`src/rtl/ahb_arb_pkg.sv`:
```
// Shared definitions for the AHB-lite round-robin arbiter: transfer-type
// encodings, arbiter state enum and a one-hot to index helper.
package ahb_arb_pkg;

    localparam logic [1:0] HTRANS_IDLE   = 2'b00;
    localparam logic [1:0] HTRANS_BUSY   = 2'b01;
    localparam logic [1:0] HTRANS_NONSEQ = 2'b10;
    localparam logic [1:0] HTRANS_SEQ    = 2'b11;

    typedef enum logic [1:0] {
        PARK = 2'd0,
        OWN  = 2'd1,
        LOCK = 2'd2
    } arb_state_t;

    // Index of the set bit of a one-hot vector (up to 8 masters).
    function automatic logic [2:0] onehot_to_idx(input logic [7:0] onehot);
        logic [2:0] idx;
        idx = '0;
        for (int unsigned i = 0; i < 8; i++) begin
            if (onehot[i]) begin
                idx = idx | 3'(i);
            end
        end
        return idx;
    endfunction

endpackage

```
`src/rtl/ahb_arbiter_rr_picker.sv`:
```
// Combinational round-robin picker: searches requesters starting one above
// the pointer, wrapping, ignoring masked bits. Returns valid plus a one-hot
// winner.
module rr_picker #(
    parameter int unsigned N     = 3,
    parameter int unsigned PTR_W = 2
) (
    input  logic [N-1:0]     req,
    input  logic [PTR_W-1:0] ptr,
    input  logic [N-1:0]     mask,
    output logic             valid,
    output logic [N-1:0]     winner
);

    logic [N-1:0]   req_eff;
    logic [PTR_W:0] shift;
    logic [2*N-1:0] rot_dbl;
    logic [N-1:0]   rot;
    logic [N-1:0]   first;
    logic [2*N-1:0] back_dbl;
    logic           found;

    assign req_eff = req & ~mask;
    assign valid   = |req_eff;
    assign shift   = {1'b0, ptr} + (PTR_W+1)'(1);

    // Rotate so bit 0 is master ptr+1, take lowest set bit, rotate back.
    always_comb begin
        rot_dbl  = {req_eff, req_eff} >> shift;
        rot      = rot_dbl[N-1:0];
        first    = '0;
        found    = 1'b0;
        for (int unsigned k = 0; k < N; k++) begin
            if (rot[k] && !found) begin
                first[k] = 1'b1;
                found    = 1'b1;
            end
        end
        back_dbl = {first, first} << shift;
        winner   = back_dbl[2*N-1:N];
    end

endmodule

```
`src/rtl/ahb_arbiter.sv`:
```
// AHB-lite round-robin arbiter with bus parking on master 0, locked-sequence
// support and no re-arbitration inside bursts.
// Optional macro ARB_TENURE_LIMIT_EN builds a per-tenure beat counter that
// forces the owner off the bus after TENURE_MAX active beats.
module ahb_arbiter
    import ahb_arb_pkg::*;
#(
    parameter int unsigned NUM_MASTERS = 3,
    parameter int unsigned MASTER_ID_W = 2,
    parameter int unsigned TENURE_MAX  = 16
) (
    input  logic                   HCLK,
    input  logic                   HRESET,
    input  logic [NUM_MASTERS-1:0] HBUSREQ,
    input  logic [NUM_MASTERS-1:0] HLOCK,
    input  logic [1:0]             HTRANS,
    input  logic                   HREADY,
    output logic [NUM_MASTERS-1:0] HGRANT,
    output logic [MASTER_ID_W-1:0] HMASTER,
    output logic                   HMASTLOCK
);

    localparam logic [NUM_MASTERS-1:0] PARK_GRANT = NUM_MASTERS'(1);

    arb_state_t             state, state_nxt;
    logic [NUM_MASTERS-1:0] grant, grant_nxt;
    logic [MASTER_ID_W-1:0] last, last_nxt;
    logic [MASTER_ID_W-1:0] pick_idx;
    logic [NUM_MASTERS-1:0] pick_mask;
    logic [NUM_MASTERS-1:0] pick_oh;
    logic                   pick_valid;
    logic                   owner_req;
    logic                   owner_locked;
    logic                   owner_keep;
    logic                   boundary;
    logic                   arbitrate;
    logic                   limit_hit;

    assign HGRANT       = grant;
    assign owner_req    = |(HBUSREQ & grant);
    assign owner_locked = |(HLOCK & HBUSREQ & grant);
    assign boundary     = (HTRANS == HTRANS_IDLE) || (HTRANS == HTRANS_NONSEQ) || !owner_req;
    // The owner is excluded from the first search pass so it only keeps the
    // bus when nobody else asks; a parked master 0 is not an owner.
    assign pick_mask    = (state == PARK) ? '0 : grant;
    assign owner_keep   = (state != PARK) && owner_req && !limit_hit;
    assign pick_idx     = MASTER_ID_W'(onehot_to_idx(8'(pick_oh)));

    rr_picker #(
        .N     (NUM_MASTERS),
        .PTR_W (MASTER_ID_W)
    ) u_picker (
        .req    (HBUSREQ),
        .ptr    (last),
        .mask   (pick_mask),
        .valid  (pick_valid),
        .winner (pick_oh)
    );

`ifdef ARB_TENURE_LIMIT_EN
    localparam int unsigned TEN_W = $clog2(TENURE_MAX + 1);

    logic [TEN_W-1:0] tenure_cnt;

    assign limit_hit = (state == OWN) && (tenure_cnt == TEN_W'(TENURE_MAX));

    // Count active beats of the current owner; clear on every grant change.
    always_ff @(posedge HCLK) begin
        if (HRESET) begin
            tenure_cnt <= '0;
        end else if (HREADY) begin
            if (grant_nxt != grant) begin
                tenure_cnt <= '0;
            end else if ((state == OWN) &&
                         ((HTRANS == HTRANS_NONSEQ) || (HTRANS == HTRANS_SEQ)) &&
                         (tenure_cnt != TEN_W'(TENURE_MAX))) begin
                tenure_cnt <= tenure_cnt + TEN_W'(1);
            end
        end
    end
`else
    assign limit_hit = 1'b0;

    // TENURE_MAX only sizes the tenure counter, which this build omits.
    if (TENURE_MAX == 0) begin : g_tenure_max_unused
    end
`endif

    // Next-state, next-grant and round-robin pointer decision.
    always_comb begin
        state_nxt = state;
        grant_nxt = grant;
        last_nxt  = last;
        arbitrate = 1'b0;
        case (state)
            PARK: arbitrate = boundary;
            OWN: begin
                if (owner_locked) begin
                    state_nxt = LOCK;
                end else begin
                    arbitrate = boundary;
                end
            end
            LOCK: arbitrate = !owner_locked && boundary;
            default: begin
                state_nxt = PARK;
                grant_nxt = PARK_GRANT;
            end
        endcase
        if (arbitrate) begin
            if (pick_valid) begin
                grant_nxt = pick_oh;
                last_nxt  = pick_idx;
                state_nxt = OWN;
            end else if (owner_keep) begin
                state_nxt = OWN;
            end else begin
                grant_nxt = PARK_GRANT;
                state_nxt = PARK;
            end
        end
    end

    // Arbiter state and ownership pipeline; everything holds while HREADY=0.
    always_ff @(posedge HCLK) begin
        if (HRESET) begin
            state     <= PARK;
            grant     <= PARK_GRANT;
            last      <= '0;
            HMASTER   <= '0;
            HMASTLOCK <= 1'b0;
        end else if (HREADY) begin
            state     <= state_nxt;
            grant     <= grant_nxt;
            last      <= last_nxt;
            HMASTER   <= MASTER_ID_W'(onehot_to_idx(8'(grant)));
            HMASTLOCK <= owner_locked;
        end
    end

endmodule

```
`config.mk`:
```
export PLATFORM = sky130hd
export DESIGN_NAME = ahb_arbiter
export DESIGN_NICKNAME = d
export VERILOG_FILES = /design/src/rtl/ahb_arb_pkg.sv /design/src/rtl/ahb_arbiter_rr_picker.sv /design/src/rtl/ahb_arbiter.sv
export SDC_FILE = /design/constraint.sdc
export NUM_CORES = 1
export LEC_CHECK = 0
export BUFFER_PORTS_ARGS = -buffer_cell sky130_fd_sc_hd__buf_2
export CORE_MARGIN = 2
export CORE_UTILIZATION = 31
export DETAILED_ROUTE_END_ITERATION = 8
export SYNTH_ARGS = -nofsm -noshare
export SYNTH_HDL_FRONTEND = slang
export SYNTH_SLANG_ARGS = --single-unit
```
`constraint.sdc`:
```
create_clock -name HCLK -period 3.75 [get_ports HCLK]
set_input_delay 0.75 -clock HCLK [delete_from_list [all_inputs] [get_ports HCLK]]
set_output_delay 0.75 -clock HCLK [all_outputs]
set_load 0.05 [all_outputs]
```
==> impl_metrics.env <==
export IMPL_die_w_um=59.0
export IMPL_required_ns=3.93
export IMPL_drt_iter0_drc=51
export IMPL_diodes=0
export IMPL_fp_dieH_um=59.0
export IMPL_synth_edf_count=0
export IMPL_tns_ns=0
export IMPL_rsz0062_at_grt="no"
export IMPL_synth_top_family_by_area="compound AO/OA/AOI/OAI gates"
export IMPL_cts_hold_buffers=0
export IMPL_finalCritPeriodShare=0.658
export IMPL_status="finished, final reports clean"
export IMPL_vias=1071
export IMPL_port_buffer_count=15
export IMPL_avgSynthCellArea_um2=7.33
export IMPL_cts_tree="yes"
export IMPL_synth_top_area_cell="dfxtp_1"
export IMPL_finalCriticalPeriod_ns=2.47
export IMPL_synthTopCellsByCount="nor2_1 (14), dfxtp_1 (10), nand2_1 (8), a21oi_1 (7)"
export IMPL_final_area_um2=1060
export IMPL_leakage_nw=0.384
export IMPL_final_cells=171
export IMPL_syn_nets=140
export IMPL_ff_latch_area_um2=200
export IMPL_drt_wl_total_um=2490
export IMPL_syn_inst=128
export IMPL_setup_ws_ns=1.28
export IMPL_clock_latency_ns=0.27
export IMPL_reg2reg_from="state[0]$_SDFFE_PP0P_"
export IMPL_cp_endpoint="last[1]$_SDFFE_PP0P_"
export IMPL_hpwl_um=1860
export IMPL_rows=19
export IMPL_grt_pass1_vias=907
export IMPL_crit_type="reg -> reg"
export IMPL_clk_pin_slew_ns=0.07
export IMPL_yosys_area_share_adder=0.0240
export IMPL_cts_resized_gates=0
export IMPL_overflow=0
export IMPL_die_area_um2=3480
export IMPL_utilization=0.377
export IMPL_synth_compound_area_frac=0.352
export IMPL_core_area_um2=2810
export IMPL_worst_pin_slew_ns=1.03
export IMPL_synth_seq_cells=10
export IMPL_min_path_type="reg -> reg"
export IMPL_critical_path_startpoint_type="flop"
export IMPL_yosysMostFrequentCell="nor2_1"
export IMPL_setup_viol=0
export IMPL_hold_ws_ns=0.493
export IMPL_clockBufferDepth=2
export IMPL_start_util=0.335
export IMPL_synth_top_cell_area_share=0.213
export IMPL_viasPerCell=6.26
export IMPL_grt_max_degree=16
export IMPL_synth_mux_area_frac=0.0560
export IMPL_post_cts_repair_setup_buffers=0
export IMPL_cp_data_arrival_time_ns=2.65
export IMPL_grt_total_usage=0.149
export IMPL_syn_cell_area_um2=938
export IMPL_grt_antenna_before_repair=0
export IMPL_startpoint="state[0]$_SDFFE_PP0P_"
export IMPL_pre_cts_ws_ns=1.25
export IMPL_placedInstanceArea_um2=1020
export IMPL_synth_area_top_cells="dfxtp_1 (21%), nor2_1 (5.6%), a21oi_1 (3.7%)"
export IMPL_cts_buffers=3
export IMPL_synth_simple_gate_area_frac=0.280
export IMPL_ys_types=49
export IMPL_slew_headroom=0.312
export IMPL_h_tree_depth=1
export IMPL_path_max_fanout=13
export IMPL_detail_route_antenna_nets=0
export IMPL_multiInputGateArea_um2=677
export IMPL_hold_viol_final=0
export IMPL_p_per_area_nw_per_um2=405
export IMPL_drc=0
export IMPL_maxCapViolCount=0
export IMPL_grt_pass1_wl_um=4020
export IMPL_async_flop_share=0
export IMPL_num_fill_cells=306
export IMPL_root_buffer="clkbuf_4"
export IMPL_place_gp_congestion=0.847
export IMPL_cts_sinks=10
export IMPL_finalPower_mw=0.428
export IMPL_synth_warning_count=0
export IMPL_nNetsFinal=153
export IMPL_worstSetupEndpointType="flop"
export IMPL_avgRoutedWirePerCell_um=14.6
export IMPL_io_pins=17
export IMPL_fmax_mhz=405
export IMPL_worst_r2r_setup_slack_ns=1.28
export IMPL_drtPass1Iterations=4
export IMPL_synthXorXnorAreaFrac=0.00933
export IMPL_rr_worst_depth=4
export IMPL_dp_cells=167
export IMPL_ir_drop_uv=228
export IMPL_area_delta_synth_final_pct=12.7
export IMPL_r2r_end="last[1]$_SDFFE_PP0P_"
export IMPL_synth_top_flop_cell="dfxtp_1"
export IMPL_layout_drive_gt1_share=0.186
export IMPL_slew_viol_final=0
export IMPL_seq_area_frac_synth=0.213
export IMPL_clock_skew_final_ns=0.00243
registers in the layout, indices dropped and copies added, names as in the netlist:
signal / cells
HGRANT: 3
HMASTER: 2
last: 2
state: 2
HMASTLOCK: 1
worst min-delay path by stage:
stage / startpoint / to / cells after the start
6_report: HMASTER[1]$_SDFFE_PP0P_ / HMASTER[1]$_SDFFE_PP0P_ / 2
5_1_grt: HMASTLOCK$_SDFFE_PP0P_ / HMASTLOCK$_SDFFE_PP0P_ / 2
4_1_cts: HMASTER[1]$_SDFFE_PP0P_ / HMASTER[1]$_SDFFE_PP0P_ / 2
3_5_place_dp: HMASTER[1]$_SDFFE_PP0P_ / HMASTER[1]$_SDFFE_PP0P_ / 2
3_3_place_gp: HMASTER[1]$_SDFFE_PP0P_ / HMASTER[1]$_SDFFE_PP0P_ / 2
2_1_floorplan: HMASTLOCK$_SDFFE_PP0P_ / HMASTLOCK$_SDFFE_PP0P_ / 2
cell type report:
type / instances / area share
multi-input cells: 104 / 0.640
inverters: 6 / 0.0213
flip-flops and latches: 10 / 0.189
clock buffers: 4 / 0.0343
repair buffers: 16 / 0.0781
well taps: 31 / 0.0367
cell usage in the layout (no fill, tap or decap), types with 3 or more instances in the layout:
cell	netlist	routed
buf_2	1	15
inv_1	6	6
or3_1	3	3
nor3_1	3	3
a211oi_1	4	4
dfxtp_1	10	10
o21ai_0	5	5
clkbuf_4	0	3
a31oi_1	3	3
nand2_1	8	8
o21ai_1	4	4
nor2_1	14	14
a21oi_1	7	7
and3_1	3	3
a221oi_1	4	4
nand3_1	6	6
mux2i_1	3	3
report_power, final:
group,switching [mW],internal [mW]
Sequential,0.0267,0.118
Clock,0.0401,0.0590
Combinational,0.114,0.0698
layer usage:
| layer | track usage | wire (µm) |
|---|---|---|
| met4 | 0.0552 | 13 |
| met2 | 0.243 | 1200 |
| met1 | 0.197 | 1170 |
| met3 | 0.0262 | 108 |
| met5 | 0 | 0 |
worst max-delay path, cell delays in order (launching register included):
cell and delay (ns):
dfxtp_1 0.59, o21ai_1 0.32, a222oi_1 0.90, nor3_1 0.26, a311oi_1 0.31
kinds of logic (layout without fill, tap and decap cells):
kind of cell,Yosys count,after routing
AOI/OAI and AO/OA,46,46
muxes,5,5
and+or+nand+nor,50,50
DFF,10,10
buffers and inverters,14,26
adders and majority gates,2,2
xor gates and xnor gates,1,1
No activity file was read; power rests on OpenSTA's default activity.
